**src/rtl/hazard_info_pipe_pkg.sv**
```systemverilog
// rtl/hazard_info_pipe_pkg.sv - register-number width and Tnew encodings shared with decoder and stall controller
package hazard_info_pipe_pkg;

  localparam int REG_W  = 5;
  localparam int TNEW_W = 3;

  typedef enum logic [TNEW_W-1:0] {
    TNEW_ZERO = 3'd0,
    TNEW_ALU  = 3'd1,
    TNEW_LOAD = 3'd2
  } tnew_e;

endpackage

```
**src/rtl/hazard_stage_reg.sv**
```systemverilog
// rtl/hazard_stage_reg.sv - one pipeline register of {A1,A2,A3,WE,Tnew} with synchronous clear
// WE is stored only for a nonzero destination, so $0 writes never propagate.
module hazard_stage_reg
  import hazard_info_pipe_pkg::*;
#(
  parameter int TW = 3
) (
  input  logic             clk,
  input  logic             rst,
  input  logic             clr,
  input  logic [REG_W-1:0] a1_i,
  input  logic [REG_W-1:0] a2_i,
  input  logic [REG_W-1:0] a3_i,
  input  logic             we_i,
  input  logic [TW-1:0]    tnew_i,
  output logic [REG_W-1:0] a1_o,
  output logic [REG_W-1:0] a2_o,
  output logic [REG_W-1:0] a3_o,
  output logic             we_o,
  output logic [TW-1:0]    tnew_o
);

  logic [REG_W-1:0] a1_d, a1_q;
  logic [REG_W-1:0] a2_d, a2_q;
  logic [REG_W-1:0] a3_d, a3_q;
  logic             we_d, we_q;
  logic [TW-1:0]    tnew_d, tnew_q;

  always_comb begin
    a1_d   = '0;
    a2_d   = '0;
    a3_d   = '0;
    we_d   = 1'b0;
    tnew_d = '0;
    if (!clr) begin
      a1_d   = a1_i;
      a2_d   = a2_i;
      a3_d   = a3_i;
      we_d   = we_i && (a3_i != '0);
      tnew_d = tnew_i;
    end
  end

  always_ff @(posedge clk or posedge rst) begin
    if (rst) begin
      a1_q   <= '0;
      a2_q   <= '0;
      a3_q   <= '0;
      we_q   <= 1'b0;
      tnew_q <= '0;
    end else begin
      a1_q   <= a1_d;
      a2_q   <= a2_d;
      a3_q   <= a3_d;
      we_q   <= we_d;
      tnew_q <= tnew_d;
    end
  end

  assign a1_o   = a1_q;
  assign a2_o   = a2_q;
  assign a3_o   = a3_q;
  assign we_o   = we_q;
  assign tnew_o = tnew_q;

endmodule

```
**src/rtl/hazard_info_pipe.sv**
```systemverilog
// rtl/hazard_info_pipe.sv - D->E->M->W register-usage/Tnew pipe for the stall controller; HAZARD_STATS_EN adds StallCnt
module hazard_info_pipe
  import hazard_info_pipe_pkg::*;
#(
  parameter int TNEW_W = hazard_info_pipe_pkg::TNEW_W
`ifdef HAZARD_STATS_EN
  , parameter int CNT_W = 32
`endif
) (
  input  logic              clk,
  input  logic              reset,
  input  logic [REG_W-1:0]  A1D,
  input  logic [REG_W-1:0]  A2D,
  input  logic [REG_W-1:0]  A3D,
  input  logic              WED,
  input  logic [TNEW_W-1:0] TnewD,
  input  logic              Stall,
  output logic [REG_W-1:0]  A1E,
  output logic [REG_W-1:0]  A2E,
  output logic [REG_W-1:0]  A3E,
  output logic              WEE,
  output logic [TNEW_W-1:0] TnewE,
  output logic [REG_W-1:0]  A2M,
  output logic [REG_W-1:0]  A3M,
  output logic              WEM,
  output logic [TNEW_W-1:0] TnewM,
  output logic [REG_W-1:0]  A3W,
  output logic              WEW,
  output logic              EnPC,
  output logic              EnFD,
  output logic              ClrDE
`ifdef HAZARD_STATS_EN
  , output logic [CNT_W-1:0] StallCnt
`endif
);

  logic [TNEW_W-1:0] tnew_aged;
  logic [REG_W-1:0]  a1_m, a1_w, a2_w;
  logic              we_w_unused;
  logic [TNEW_W-1:0] tnew_w;
  logic              unused_fields;

  assign EnPC  = ~Stall;
  assign EnFD  = ~Stall;
  assign ClrDE = Stall;

  // Result becomes one cycle closer each stage; never wraps below zero.
  assign tnew_aged = (TnewE == '0) ? '0 : TnewE - TNEW_W'(1);

  hazard_stage_reg #(.TW(TNEW_W)) u_de (
    .clk(clk), .rst(reset), .clr(Stall),
    .a1_i(A1D), .a2_i(A2D), .a3_i(A3D), .we_i(WED), .tnew_i(TnewD),
    .a1_o(A1E), .a2_o(A2E), .a3_o(A3E), .we_o(WEE), .tnew_o(TnewE)
  );

  hazard_stage_reg #(.TW(TNEW_W)) u_em (
    .clk(clk), .rst(reset), .clr(1'b0),
    .a1_i(A1E), .a2_i(A2E), .a3_i(A3E), .we_i(WEE), .tnew_i(tnew_aged),
    .a1_o(a1_m), .a2_o(A2M), .a3_o(A3M), .we_o(WEM), .tnew_o(TnewM)
  );

  hazard_stage_reg #(.TW(TNEW_W)) u_mw (
    .clk(clk), .rst(reset), .clr(1'b0),
    .a1_i(a1_m), .a2_i(A2M), .a3_i(A3M), .we_i(WEM), .tnew_i(TnewM),
    .a1_o(a1_w), .a2_o(a2_w), .a3_o(A3W), .we_o(we_w_unused), .tnew_o(tnew_w)
  );

  assign WEW           = we_w_unused;
  assign unused_fields = ^{a1_w, a2_w, tnew_w};

`ifdef HAZARD_STATS_EN
  logic [CNT_W-1:0] stall_cnt_d, stall_cnt_q;

  always_comb begin
    stall_cnt_d = stall_cnt_q;
    if (Stall) stall_cnt_d = stall_cnt_q + CNT_W'(1);
  end

  always_ff @(posedge clk or posedge reset) begin
    if (reset) stall_cnt_q <= '0;
    else       stall_cnt_q <= stall_cnt_d;
  end

  assign StallCnt = stall_cnt_q;
`endif

endmodule

```
**config.mk**
```make
export PLATFORM = sky130hd
export DESIGN_NAME = hazard_info_pipe
export DESIGN_NICKNAME = d
export VERILOG_FILES = /design/src/rtl/hazard_info_pipe_pkg.sv /design/src/rtl/hazard_stage_reg.sv /design/src/rtl/hazard_info_pipe.sv
export SDC_FILE = /design/constraint.sdc
export NUM_CORES = 1
export LEC_CHECK = 0
export CAP_MARGIN = 40
export CORE_MARGIN = 2
export CORE_UTILIZATION = 43
export CTS_BUF_LIST = sky130_fd_sc_hd__clkbuf_4
export DETAILED_ROUTE_END_ITERATION = 7
export HOLD_SLACK_MARGIN = 0.12
export PLACE_DENSITY = 0.95
export SETUP_SLACK_MARGIN = 0.3
export SYNTH_ARGS = -nofsm -noshare
export SYNTH_HDL_FRONTEND = slang
export SYNTH_SLANG_ARGS = --single-unit
```
**constraint.sdc**
```tcl
create_clock -name clk -period 1.7 [get_ports clk]
set_input_delay 0.34 -clock clk [delete_from_list [all_inputs] [get_ports clk]]
set_output_delay 0.34 -clock clk [all_outputs]
set_load 0.05 [all_outputs]
```
; After elaboration in Yosys (flattened, before gate mapping)
; Index checks and enable logic that the tools add are counted.
; Widths: inputs -> output; s select.
[word_totals]
wordCells = 26
register_bits = 39
[op_classes]
add_sub_neg = 1
mux = 6
bitwise_logic = 1
reduce_logical = 7
[ops]
columns = op, count
row1 = $mux 5, 3
row2 = $reduce_bool 5->1, 3
row3 = $mux 3, 2
row4 = $logic_and 1x1->1, 3
row5 = $logic_not 3->1, 1
row6 = $sub 3x1->3 const B, 1
row7 = $mux 1, 1
row8 = $not 1->1, 1

; Longest topological paths before layout
; Gate-level depths: netlist of the first run.
[depth]
word_depth = 3
mapped_depth = 3

; Modules after synthesis
; A second synthesis of the first run with hierarchy kept.
[unflattened]
cells_unflattened = 141
area_unflattened_um2 = 1961.9
[by_module_without_submodules]
columns = mod, cells_each, seq_area_each_um2, instances, area_each_um2
row1 = hazard_stage_reg, 43, 475.5, 3, 628.1
row2 = hazard_info_pipe, 12, 0.0, 1, 77.6

; Worst setup path before layout of the first run
; No wires, ideal clock.
[synth_path]
path_kind = input port to output port
start = input Stall
end = output EnPC
arrival_ps = 1143
path_slack_ps = 217
path_stages = 3
cell_sequence = clkbuf_1 > inv_1 > buf_4
[synth_between]
elab_chain_len = 1
[synth_lines]
columns = item, line
row1 = from (decl), hazard_info_pipe.sv:17  ; input logic Stall,
row2 = $not 1->1, n/a
row3 = to (decl), hazard_info_pipe.sv:29  ; output logic EnPC,
; Every way passes these cells.

; Worst setup path in the final report of the first run
[layout_path]
start = input Stall
end = output EnFD
[layout_between]
elab_chain_len = 1
[layout_lines]
columns = item, line
row1 = $not 1->1, hazard_info_pipe.sv:44  ; assign EnFD = ~Stall;
row2 = to (decl), hazard_info_pipe.sv:30  ; output logic EnFD,
; Every way passes these cells.

==> flow_summary_export.csv, run 1 <==
group,metric,value,unit
setup_path,cp.required,1360,ps
timing,finalCriticalPeriod,1300,ps
grt,grt_max_degree,40,
yosys,synth_compound_area_share,2.46,%
grt,grt_pass1_vias,834,
yosys,ys_warn_count,0,
grt,antenna_found_initial,0,
clock_network,clk_latency,330,ps
job,cap_violations,0,
timing,worst_pin_slew,201,ps
yosys,netlist_area,1220,sq um
timing,max_freq,768,MHz
timing,setup_tns,0,ps
clock_network,clk_pin_slew,120,ps
placed_design,place_congestion,0.736,
floorplanning,die_h,57.3,um
yosys,avgSynthCellArea,16.1,sq um
placed_design,hpwl,1920,um
min_path,hold_path.class,"input pin to async pin",
timing,finalCritPeriodShare,76.6,%
grt,grt_pass1_wl,3690,um
setup_path,end_kind,"output port",
yosys,synth_top_area_share,80.0,%
timing,finalHoldViolations,0,
yosys,synthSimpleGateAreaFrac,12.7,%
layout,n_antenna_cell,0,
timing,slew_headroom,86.6,%
timing,timing.hold.ws,360,ps
yosys,ys_top_cells_by_area,"dfrtp_1 (80%), nor2b_1 (5.1%), and2b_1 (4.9%)",
power,cellPowerDensity,1050,nW/um^2
timing,skew,16.0,ps
floorplanning,design.portCount,64,
routing,firstDrtPassIters,4,
clock_network,htreeDepth,2,
yosys,synth_seq_cells,39,
clock_network,cts_inserted_buffers,5,
floorplanning,dieWidth,57.3,um
setup_path,regToRegSetupSlack,490,ps
clock_network,cts_tree,"yes",
timing,rsz0062_at_grt,"no",
yosys,synth.area.mux_share,0,%
layout,fillerInstances,192,
routing,vias,828,
layout,area_growth,55.8,%
setup_path,path_class,"input pin to output port",
yosys,synth_nets,100,
outcome,status,"finished clean",
clock_network,cts-root-buf,"clkbuf_4",
floorplanning,num_rows,19,
setup_path,reg2reg_from,"u_de.a3_o[0]",
timing,slew_violations,0,
yosys,synthXorXnorAreaFrac,0,%
grt,grt_usage,15.8,%
setup_path,regToRegEndpoint,"u_em.we_o",
floorplanning,initial_core_util,44.6,%
power,p_leak,0.986,nW
power,peakVddDrop,0.858,mV
yosys,yosysTopAreaCell,"dfrtp_1",
grt,gr-usage-met1,15.7,%
floorplanning,core,2730,sq um
routing,routed_wl,2430,um
floorplanning,die_area,3280,sq um
yosys,synth_cell_type_count,14,
clock_network,ctsLongestPathBuffers,2,
layout,final_layout_size_suffix_gt1_share,36.7,%
yosys,synth_top_family_by_area,"simple AND/OR/NAND/NOR gates",
grt,grt_use_met3,6.12,%
placed_design,io_buffers,63,
routing,viasPerCell,4.65,
timing,finalSetupViolCount,0,
routing,drcViolationCount,0,
clock_network,clock_sinks,39,
routing,drt_iter0_markers,10,
setup_path,crit_start,"Stall",
grt,grt.busiest_layer,"met2",
setup_path,path_max_fanout,3,
yosys,synth-seq-area-share,80.0,%
yosys,synthAdderAreaFrac,2.05,%
layout,layout.nets,170,
routing,antenna_left,0,
grt,overflow,0,
setup_path,rr_worst_depth,2,
grt,grt_use_met2,27.1,%
yosys,synthCells,76,
setup_path,cp.arrival,960,ps
routing,post_drt_wl_per_cell,13.7,um
setup_path,worst_setup_path_start_kind,"input pin",
worst max-delay path: stages:
cell and delay, ps:
dlygate4sd2_1 290, clkinvlp_4 130, buf_4 200
cell usage after synthesis:
master and instances:
or4_1 2, nor2b_1 10, ha_1 2, and2b_1 8
o311a_1 1, or3_1 1, inv_1 4, nand2_1 1
dfrtp_1 39, clkbuf_1 1, o21ai_0 1, nor2_1 2
o21a_1 2, buf_4 2
how the worst max path moves through the flow:
stage,to,slack [ps],cells past startpoint
floorplan,u_em.we_o,300,2
global placement,ClrDE,130,3
detailed placement,ClrDE,120,3
CTS,A3M[1],390,1
global route,A3M[1],350,1
finish,EnFD,400,3
timing repair:
action,4_1_cts,5_1_grt
hold buffers,0,0
resized for setup,2,0
setup buffers,0,0
endpoints found under the setup margin,3,0
placed cells by master (no fill, tap or decap):
cell type	count
o311a_1	1
dlygate4sd2_1	1
o21ai_0	1
dfrtp_1	39
clkdlybuf4s50_1	20
bufinv_16	1
nor2b_1	10
nor2_1	2
or3_1	1
clkinvlp_4	1
and2b_1	8
clkinv_4	1
or4_1	2
inv_1	3
o21a_1	2
buf_12	2
ha_1	2
buf_4	42
clkinv_2	1
nand2_1	1
buf_6	1
clkbuf_4	5
registers in the layout, summed over array words and instances (netlist names):
register and cells:
u_em.we_o 1, u_mw.a3_o 5, u_mw.we_o 1, u_de.we_o 1
u_em.a2_o 5, u_de.a3_o 5, u_de.a2_o 5, u_em.a3_o 5
u_de.a1_o 5, u_de.tnew_o 3, u_em.tnew_o 3
area by class of cell:
class	instances	area [sq um]	share of cell area, %
repair buffers	66	576	30.3
inverters	4	18.8	0.987
well taps	31	38.8	2.04
multi-input cells	30	210	11.1
clock buffers	5	37.5	1.97
clock inverters	3	43.8	2.30
flip-flops and latches	39	976	51.3
per-stage QoR:
| step | setup WS, ps | total power [mW] | util, % | cells | cell area (sq um) |
|---|---|---|---|---|---|
| 2_1_floorplan | 303 | 1.26 | - | 76 | 1230 |
| 3_3_place_gp | 130 | 1.41 | 66.5 | 170 | 1820 |
| 3_5_place_dp | 123 | 1.42 | 66.5 | 170 | 1820 |
| 4_1_cts | 385 | 2.01 | 69.5 | 178 | 1900 |
| 5_1_grt | 352 | 2.06 | 69.5 | 178 | 1900 |
| 6_report | 399 | 1.99 | 69.5 | 178 | 1900 |
kinds of logic after synthesis:
| group | Yosys count |
|---|---|
| flops | 39 |
| simple gates | 24 |
| compound gates | 4 |
| fa+ha+maj | 2 |
| buf+inv | 7 |
metal layers:
layer	part of all wire (%)	wire length, um
met5	0	0
met4	3.5	84
met3	9.2	224
met2	52	1260
met1	35	863
power breakdown:
group | switching [mW] | internal [mW] | total [mW]
logic | 0.258 | 0.140 | 0.399
clock network | 0.277 | 0.310 | 0.586
registers | 0.0258 | 0.976 | 1.00
total | 0.561 | 1.43 | 1.99
Note: power is estimated with default switching activity, not from simulation.
==> run 2: changes to the inputs <==
Settings changed: CORE_UTILIZATION 43 to 40, PLACE_DENSITY 0.95 to 0.9.
Clock period 1.7 ns to 1.2 ns, I/O delays scaled along.
==> run 2 against run 1 <==
  * Sequential share of layout area fell by 15 points
  * The flow now finishes with violations (setup timing)
  * Final cell count increased by 19%
  * Global-route usage grew 11 points
  * First-iteration DRC count grew to 2.5 times the previous value
  * Die area increased by 7.0%
  * Core utilization up 23 points
  * Power increased by 64%
==> flow_summary_export.csv, run 2 (synthesis results as in run 1) <==
group,metric,value,unit
outcome,status,"finished, violations left",
outcome,violations,"setup timing",
clock_network,clk_latency,350,ps
placed_design,place_congestion,0.716,
clock_network,htreeDepth,2,
placed_design,hpwl,2580,um
timing,max_freq,753,MHz
timing,finalCritPeriodShare,111,%
layout,layout_common_cells,"buf_12 (41), dfrtp_1 (30), buf_4 (23)",
timing,skew,16.6,ps
timing,finalSetupViolCount,13,
grt,grt_max_degree,40,
routing,vias,1010,
power,cellPowerDensity,1190,nW/um^2
setup_path,reg2reg_from,"u_de.a3_o[0]",
routing,drt_iter0_markers,25,
clock_network,clk_pin_slew,130,ps
grt,grt_pass1_wl,6140,um
placed_design,dp_cells,180,
layout,fillerInstances,94,
grt,grt_pass1_vias,1087,
layout,seq_area,987,sq um
floorplanning,die_area,3510,sq um
floorplanning,die_h,59.2,um
routing,drcViolationCount,0,
clock_network,ctsLongestPathBuffers,2,
setup_path,worst_setup_path_start_kind,"flip-flop",
floorplanning,design.portCount,64,
min_path,hp-start,"A3D[1]",
layout,n_antenna_cell,0,
routing,routed-wl-met2,2430,um
power,peakVddDrop,0.914,mV
min_path,hold_path.class,"input pin to flip-flop",
setup_path,cp.required,960,ps
timing,finalCriticalPeriod,1330,ps
routing,viasPerCell,4.76,
routing,met3_length,253,um
job,cap_violations,0,
timing,finalHoldViolations,0,
routing,met1_length,1850,um
layout,area_growth,125,%
layout,final_layout_size_suffix_gt1_share,57.5,%
floorplanning,core,2980,sq um
timing,worst_pin_slew,201,ps
floorplanning,num_rows,20,
layout,fin_util,92.1,%
setup_path,crit_start,"u_em.a3_o[4]",
timing,timing.hold.ws,247,ps
clock_network,clock_sinks,39,
setup_path,path_class,"flip-flop to output port",
timing,rsz0062_at_grt,"yes",
routing,antenna_left,0,
routing,routed_wl,4650,um
clock_network,cts_tree,"yes",
grt,overflow,0,
clock_network,cts-root-buf,"clkbuf_4",
clock_network,cts_inserted_buffers,5,
layout,multi_input_area,258,sq um
timing,fin_ws,-128,ps
power,p_leak,1.29,nW
setup_path,path_max_fanout,2,
grt,grt_usage,26.5,%
clock_network,holdBufCountCts,0,
floorplanning,initial_core_util,41.0,%
layout,layout.nets,202,
routing,post_drt_wl_per_cell,21.9,um
routing,firstDrtPassIters,4,
timing,slew_headroom,86.6,%
layout,final_cells,212,
timing,slew_violations,0,
timing,setup_tns,-1000,ps
grt,antenna_found_initial,0,
floorplanning,dieWidth,59.2,um
setup_path,end_kind,"output port",
placed_design,io_buffers,63,
routing,top_layer,"met4",
setup_path,cp.arrival,1090,ps
layout,final_common_cell,"buf_12",
## run 2: metrics by stage
stage               area, sq um  setup slack [ps]  power (mW)
floorplan                  1270              -117        1.79
global placement           2390              -218        2.24
detailed placement         2390              -247        2.27
CTS                        2620              -107        3.16
global route               2740              -154        3.38
finish                     2740              -128        3.26
## run 2: layout make-up
class                   instances  area share (%)
inverters                       4           0.821
repair buffers                 98            49.5
clock buffers                   5            1.37
flip-flops and latches         39            36.0
well taps                      33            1.51
clock inverters                 3            1.41
multi-input cells              30            9.40
## run 2: per-layer routing
layer / track usage [%] / vias to the layer above
met3: 8.08 / 12
met4: 14.9 / 0
met5: 0 / -
met2: 43.6 / 50
met1: 30.4 / 511
li1: - / 437
## run 2: power breakdown
| group | switching [mW] | total (mW) | internal, mW |
|---|---|---|---|
| Sequential | 0.0778 | 1.46 | 1.39 |
| Clock | 0.463 | 0.891 | 0.429 |
| Combinational | 0.437 | 0.902 | 0.465 |
## run 2: worst max-delay path: stages, from the launching register on
cell	delay, ps
dfrtp_1	450
buf_6	150
buf_12	140
## run 2: path summary, 6_finish.rpt
kind / to / slack [ps] / depth (start not counted)
worst min-delay path: u_de.a3_o[1] / 250 / 2
worst min register to register: u_em.a2_o[3] / 460 / 0
min in group asynchronous: u_em.tnew_o[0] / 280 / 3
worst max-delay path: A3M[4] / -130 / 2
max in group asynchronous: u_de.a3_o[2] / 710 / 3
worst max register to register: u_em.we_o / -80 / 2
## run 2: repair_timing
action,4_1_cts,5_1_grt
setup endpoints to repair,56,46
hold endpoints to repair,0,0
pin swaps,3,1
gates resized for setup,26,9
buffers inserted,13,11
==> run 3: changes to the inputs <==
Settings changed: GPL_TIMING_DRIVEN from default to 0.
==> run 3 against run 2 <==
  * The run still ends with setup timing left
  * Die area stayed put
  * Design area is 15% lower
  * Count of clock-buffer cells in the layout stayed put
  * Clock power is 4.7% lower
  * Worst setup slack better by 13 ps
  * Power is 7.5% lower
  * Final cell count is 5.2% lower
  * First-iteration DRC count stayed put
  * Critical path type is now flip-flop to flip-flop
  * Largest power group unchanged
==> flow_summary_export.csv, run 3 (synthesis results as in run 1) <==
group,metric,value,unit
routing,drcViolationCount,0,
floorplanning,dieWidth,59.2,um
power,peakVddDrop,1.18,mV
power,cellPowerDensity,1290,nW/um^2
grt,grt_pass1_vias,933,
timing,finalHoldViolations,0,
floorplanning,core,2980,sq um
power,seqPwrFrac,47.7,%
setup_path,regToRegEndpoint,"u_em.we_o",
setup_path,crit_start,"u_de.a3_o[0]",
min_path,hp-start,"A3D[2]",
power,power_switching,885,uW
floorplanning,design.portCount,64,
timing,finalCriticalPeriod,1320,ps
layout,layout_common_cells,"buf_6 (37), dfrtp_1 (30), clkdlybuf4s50_1 (17), buf_4 (17)",
layout,area_growth,91.1,%
routing,drt_iter0_markers,25,
layout,layout.nets,191,
routing,post_drt_wl_per_cell,17.8,um
grt,gr-usage-met1,19.8,%
timing,finalSetupViolCount,3,
power,p_int,2.13,mW
clock_network,clk_pin_slew,120,ps
layout,final_common_cell,"buf_6",
routing,antenna_left,0,
grt,grt_max_degree,21,
setup_path,cp.required,1440,ps
routing,routed_wl,3580,um
timing,rsz0062_at_grt,"yes",
floorplanning,die_h,59.2,um
job,cap_violations,0,
grt,grt_usage,19.0,%
setup_path,end_kind,"flip-flop",
routing,viasPerCell,4.57,
power,clock_power_share,28.2,%
timing,fin_ws,-115,ps
min_path,hold_path.class,"input pin to flip-flop",
placed_design,hpwl,1920,um
setup_path,reg2reg_from,"u_de.a3_o[0]",
timing,worst_pin_slew,453,ps
outcome,violations,"setup timing",
layout,final_cells,201,
grt,grt_use_met3,6.77,%
setup_path,path_max_fanout,3,
clock_network,clk_latency,340,ps
timing,skew,11.3,ps
clock_network,htreeDepth,2,
clock_network,cts_tree,"yes",
power,power_switching_share,29.4,%
floorplanning,die_area,3510,sq um
setup_path,rr_worst_depth,2,
layout,final_layout_size_suffix_gt1_share,54.8,%
placed_design,dp_worst_setup_slack,-1190,ps
routing,firstDrtPassIters,4,
grt,antenna_found_initial,0,
placed_design,place_congestion,0.723,
clock_network,ctsLongestPathBuffers,2,
clock_network,cts-root-buf,"clkbuf_4",
power,post-layout-total-power,3.01,mW
power,combPwrFrac,24.1,%
placed_design,place_area,1940,sq um
timing,max_freq,760,MHz
routing,vias,919,
placed_design,dp_cells,172,
setup_path,crit_path_end,"u_em.we_o",
grt,grt_use_met2,33.6,%
setup_path,regToRegSetupSlack,-120,ps
timing,timing.hold.ws,237,ps
setup_path,worst_setup_path_start_kind,"flip-flop",
floorplanning,initial_core_util,41.0,%
grt,grt_pass1_wl,4640,um
placed_design,io_buffers,63,
layout,final_area,2330,sq um
clock_network,cts_inserted_buffers,5,
layout,n_antenna_cell,0,
grt,overflow,0,
power,p_leak,1.14,nW
outcome,status,"finished, violations left",
setup_path,path_class,"flip-flop to flip-flop",
setup_path,cp.arrival,1550,ps
floorplanning,num_rows,20,
layout,fillerInstances,163,
clock_network,clock_sinks,39,
timing,slew_headroom,69.7,%
timing,slew_violations,0,
grt,grt.busiest_layer,"met2",
timing,finalCritPeriodShare,110,%
[run 3: cell count changes in the layout (fill, tap and decap cells not counted)]
| cell | delta |
|---|---|
| clkbuf_16 | +1 |
| buf_6 | +25 |
| buf_8 | +8 |
| buf_4 | -6 |
| buf_12 | -40 |
| clkinvlp_4 | +1 |
[run 3: worst min-delay path by stage]
stage                         to  slack, ps  cells after the start
floorplan           u_de.a1_o[0]        210                      1
global placement    u_em.a2_o[1]        360                      0
detailed placement  u_em.a2_o[3]        370                      0
CTS                 u_de.a3_o[2]        230                      2
global route        u_de.a3_o[2]        200                      2
finish              u_de.a3_o[2]        240                      2
[run 3: layer usage]
layer / share of wire, % / vias up
li1: - / 417
met5: 0 / -
met1: 37 / 448
met2: 56 / 44
met3: 5.2 / 10
met4: 2.0 / 0
[run 3: what timing repair did]
item / 4_1_cts / 5_1_grt
buffers inserted: 12 / 8
pin swaps: 5 / 2
endpoints found under the setup margin: 68 / 47
hold endpoints to repair: 0 / 0
hold buffers: 0 / 0
cloned: 1 / 0
resized for setup: 317 / 14
[run 3: through the flow]
| step | setup TNS [ps] | utilization (%) |
|---|---|---|
| after detailed placement | -14510 | 65.3 |
| after global placement | -11960 | 65.3 |
| after floorplan | -234 | - |
| final | -190 | 78.3 |
| after CTS | -71.9 | 74.5 |
| after global routing | -629 | 78.3 |
[run 3: area by class of cell]
cell class | instances | area [sq um] | area share, %
Tap cell | 33 | 41.3 | 1.77
Timing Repair Buffer | 83 | 887 | 38.1
Clock inverter | 3 | 38.8 | 1.66
Buffer | 3 | 51.3 | 2.20
Sequential cell | 39 | 987 | 42.4
Clock buffer | 5 | 37.5 | 1.61
Multi-Input combinational cell | 30 | 258 | 11.1
Timing Repair inverter | 1 | 7.51 | 0.322
Inverter | 4 | 22.5 | 0.966
[run 3: worst max-delay path: stages, from the launching register on]
cell and delay (ps):
dfrtp_2 430, or4_1 570, o21a_1 210
[run 3: power by group through the flow]
stage	registers, mW	clock network, mW	logic (mW)
2_1_floorplan	1.69	0	0.101
3_3_place_gp	1.44	0	0.588
3_5_place_dp	1.44	0	0.598
4_1_cts	1.43	0.844	0.672
5_1_grt	1.44	0.934	0.755
6_report	1.44	0.849	0.726
==> patch 1: new RTL, config.mk and constraints of run 1 <==
Add a define of `HAZARD_STATS_EN`.
--- a/src/rtl/hazard_info_pipe.sv
+++ b/src/rtl/hazard_info_pipe.sv
@@ -1,2 +1,4 @@
 // rtl/hazard_info_pipe.sv - D->E->M->W register-usage/Tnew pipe for the stall controller; HAZARD_STATS_EN adds StallCnt
+`define HAZARD_STATS_EN
+
 module hazard_info_pipe
Function (old outputs only; new: StallCnt): kept (Yosys induction, for registers that start in step).
==> patch 1 against run 1 <==
  * Sequential cell count up 32
  * Routed wire length rose to 2.7 times the old value
  * Die area up 110%
  * Cell area up 120%
  * Maximum frequency down 13%
  * Global-route usage up 2.7 points
  * Count of clock-buffer cells in the layout up 7
  * Synthesized area up 120%
  * Setup slack worse by 0.20 ns
  * Total power up 120%
  * Synthesized cell count rose to 2.6 times the old value
  * Sequential share of layout area down 9.2 points
  * Clock skew down 0.0021 ns
==> patch 1: results (changes against run 1) <==
metric,value,unit,change
Arrival @ worst endpoint,1.16,ns,+0.20 ns
drt initial violations,79,,+69
Min Hold Slack,0.324,ns,-0.0359 ns
outcome,completed,,
crit path from,StallCnt[7],,
RR Startpoint,StallCnt[11],,
met2 wire len,3.59,mm,+180%
r2r setup slk,0.21,ns,-0.28 ns
Pre-Repair DR Iteration Count,5,,+1
crit-path max FO,4,,+1
vias in the first global route,1985,,+140%
post-synthesis sequential area ratio,0.668,,-0.132
TritonCTS buffer count,9,,+4
gpl congestion,0.767,,+4.3%
met3 WL post-DR,412,um,+84%
Post-Synth Adder-Cell Area,0.0141,,-0.00641
R2R depth,5,,+3
clock latency on the worst-skew pair,0.41,ns,+0.08 ns
# Post-CTS Setup Buffers,24,,+24
Post-Route WL,6.58,mm,+170%
largest net degree at the start of global routing,72,,+80%
"top cells by count, synth","dfrtp_1, xnor2_1, nor2b_1",,
Top delay family on crit path,flip-flops,,
post-place setup slack,-0.261,ns,-0.383 ns
Max-slew headroom,0.745,,-0.122
Max Clock Skew,0.0139,ns,-0.00213 ns
Syn Area/Cell,13.2,um^2,-18%
Synth Area in Compound Gates,0.0113,,-0.0133
routed length per instance,15.2,um,+11%
H-tree lvl count,3,,+1
post-placement cell area,3690,um^2,+100%
PortBufs,95,,+51%
Leak,2.13,nW,+120%
Worst Setup EP,StallCnt[7],,
met3 Usage GRT,0.0457,,-0.0156
share of layout cells above drive strength 1,0.501,,+0.134
post-synth cell types,25,,+11
Via-to-Cell Ratio,4.78,,+2.8%
Layout fillers,408,,+110%
Tightest Hold Check Type,in2reg,,
==> patch 1: changes by cell type after synthesis, sizes merged, moves of 3 or more <==
cell | before | now
nor2b | 10 | 18
nand4 | 0 | 14
nand3 | 0 | 9
nor3 | 0 | 3
nor2 | 2 | 11
dfrtp | 39 | 71
and3 | 0 | 3
nand2 | 1 | 14
xnor2 | 0 | 23
xor2 | 0 | 8
and2b | 8 | 0
==> patch 1: cell type report <==
cell class / count / share of cell area
well taps: 75 / 0.0220
flip-flops and latches: 71 / 0.422
repair buffers: 144 / 0.302
multi-input cells: 120 / 0.215
clock inverters: 4 / 0.0111
clock buffers: 12 / 0.0211
inverters: 6 / 0.00703
==> patch 1: power groups by stage <==
stage,combinational (W),clock [W],sequential [W]
finish,0.00138,0.00106,0.00198
global route,0.00145,0.00115,0.00200
CTS,0.00128,0.00107,0.00198
detailed placement,0.00106,0,0.00205
global placement,0.00104,0,0.00204
floorplan,0.000231,0,0.00247
==> patch 2: new RTL, settings of run 1 <==
Made on the original files. `a2_q` no longer has a reset.
--- a/src/rtl/hazard_stage_reg.sv
+++ b/src/rtl/hazard_stage_reg.sv
@@ -46,3 +46,2 @@
       a1_q   <= '0;
-      a2_q   <= '0;
       a3_q   <= '0;
@@ -52,3 +51,2 @@
       a1_q   <= a1_d;
-      a2_q   <= a2_d;
       a3_q   <= a3_d;
@@ -57,2 +55,6 @@
     end
+  end
+
+  always_ff @(posedge clk) begin
+    a2_q <= a2_d;
   end
Formal check against the unedited RTL: not equivalent (a bounded check fails within 4 cycles, from zero or initial values and one cycle with reset high).
==> patch 2 against run 1 <==
  * Register-to-register slack about the same
  * Sequential cell count is the same
  * Total power is 8.6% lower
  * Cell area fell by 5.1%
  * Setup slack worse by 0.022 ns
  * Synthesized area decreased by 4.1%
  * Clock power fell by 27%
  * Non-clock buffer count unchanged
  * Routed wire length down 4.1%
  * Sequential share of layout area about the same
==> patch 2: results (changes against run 1) <==
metric,value,unit,change
outcome,completed,,
deepest clock path buffer count,2,,unchanged
Pre-Repair DR Iteration Count,3,,-1
All-Layer GR Usage,0.153,,-0.00477
nets@finish,170,,unchanged
clk slew on worst S/H paths,0.10,ns,-0.02 ns
Detailed Place HPWL,1.87,mm,-2.4%
CTS resizes,1,,-1
gpl congestion,0.691,,-6.1%
post-place setup slack,0.112,ns,-0.0104 ns
clock power share,0.237,,-0.058
Leak,0.921,nW,-6.7%
clock latency on the worst-skew pair,0.32,ns,
seq pwr,0.000996,W,
first-pass GRT wire length,3.53,mm,-4.5%
"Largest stage delay, worst path",0.30,ns,
H-tree lvl count,2,,unchanged
Final period util,0.778,,+0.0127
DRT antenna net count,0,,unchanged
"Async S/R FF share, synth",0.744,,-0.256
TritonCTS buffer count,5,,unchanged
maximum vdd ir drop,0.689,mV,-20%
syn_nets,100,,unchanged
Worst Setup EP,EnFD,,
Tightest Hold Check Type,in2async,,
YS warnings,0,,unchanged
largest net degree at the start of global routing,30,,-25%
Arrival @ worst endpoint,0.98,ns,+0.02 ns
R2R depth,2,,unchanged
antenna fix cells,0,,unchanged
Worst Max-Slew Pin Slew,0.348,ns,+0.148 ns
root buf cell,clkbuf_4,,
Pint,0.00128,W,-10%
slowest CP cell,dlygate4sd2_1,,
# Post-CTS Setup Buffers,0,,unchanged
Via-to-Cell Ratio,4.55,,-2.1%
Area contributors post-synth,"dfrtp_1, dfxtp_1, nor2b_1",,
RR Startpoint,u_de.a3_o[0],,
"top cells by count, synth","dfrtp_1, dfxtp_1, nor2b_1",,
Max Clock Skew,0.00635,ns,-0.00970 ns
routed length per instance,13.2,um,-3.6%
vias in the first global route,784,,-6.0%
initial antenna violation count,0,,unchanged
post-synthesis sequential area ratio,0.791,,-0.00856
r2r setup slk,0.49,ns,about the same
crit-path max FO,3,,unchanged
post-synth cell types,15,,+1
share of layout cells above drive strength 1,0.354,,-0.0136
Reg-to-Reg End,u_em.we_o,,
drt initial violations,17,,+7
post-placement cell area,1750,um^2,-3.5%
PortBufs,63,,unchanged
crit path from,Stall,,
## patch 2: routing by layer
metal | GRT usage | vias to the layer above | routed length [um] | share of wire
met5 | 0 | - | 0 | 0
li1 | - | 379 | - | -
met1 | 0.140 | 392 | 807 | 0.35
met2 | 0.291 | 33 | 1350 | 0.58
met4 | 0.0612 | 0 | 15 | 0.0064
met3 | 0.0628 | 2 | 160 | 0.069
## patch 2: logic make-up (layout without fill, tap and decap cells)
logic type,Yosys count,in the layout,synth area share
buf+inv,7,78,0.0289
compound gates,4,4,0.0257
flops,39,39,0.791
fa+ha+maj,2,2,0.0214
simple gates,24,24,0.133
## patch 2: critical path: cells and delay by family
family | cells | cell delay, ns
buf+inv | 3 | 0.64
## patch 2: how the worst min path moves through the flow
stage / start / endpoint / slack [ns]
floorplan: Stall / u_de.a1_o[0] / 0.41
global placement: u_de.a2_o[1] / u_em.a2_o[1] / 0.34
detailed placement: u_de.a2_o[2] / u_em.a2_o[2] / 0.35
CTS: u_de.a2_o[1] / u_em.a2_o[1] / 0.36
global route: u_de.a2_o[3] / u_em.a2_o[3] / 0.37
finish: reset / u_em.tnew_o[2] / 0.37
## patch 2: area by class of cell
class,instances,area [um^2]
timing repair buffer,66,559
tap,30,37.5
inverter,4,18.8
sequential,39,926
fill,183,718
clock inverter,2,7.51
clock buffer,6,45.0
multi-input combinational,30,210
## patch 2: through the flow
step / std cells / total power, W / hold slack, ns
4_1_cts: 177 / 0.00183 / 0.364
5_1_grt: 177 / 0.00190 / 0.374
3_3_place_gp: 169 / 0.00140 / 0.340
2_1_floorplan: 76 / 0.00125 / 0.406
6_report: 177 / 0.00182 / 0.365
3_5_place_dp: 169 / 0.00141 / 0.349
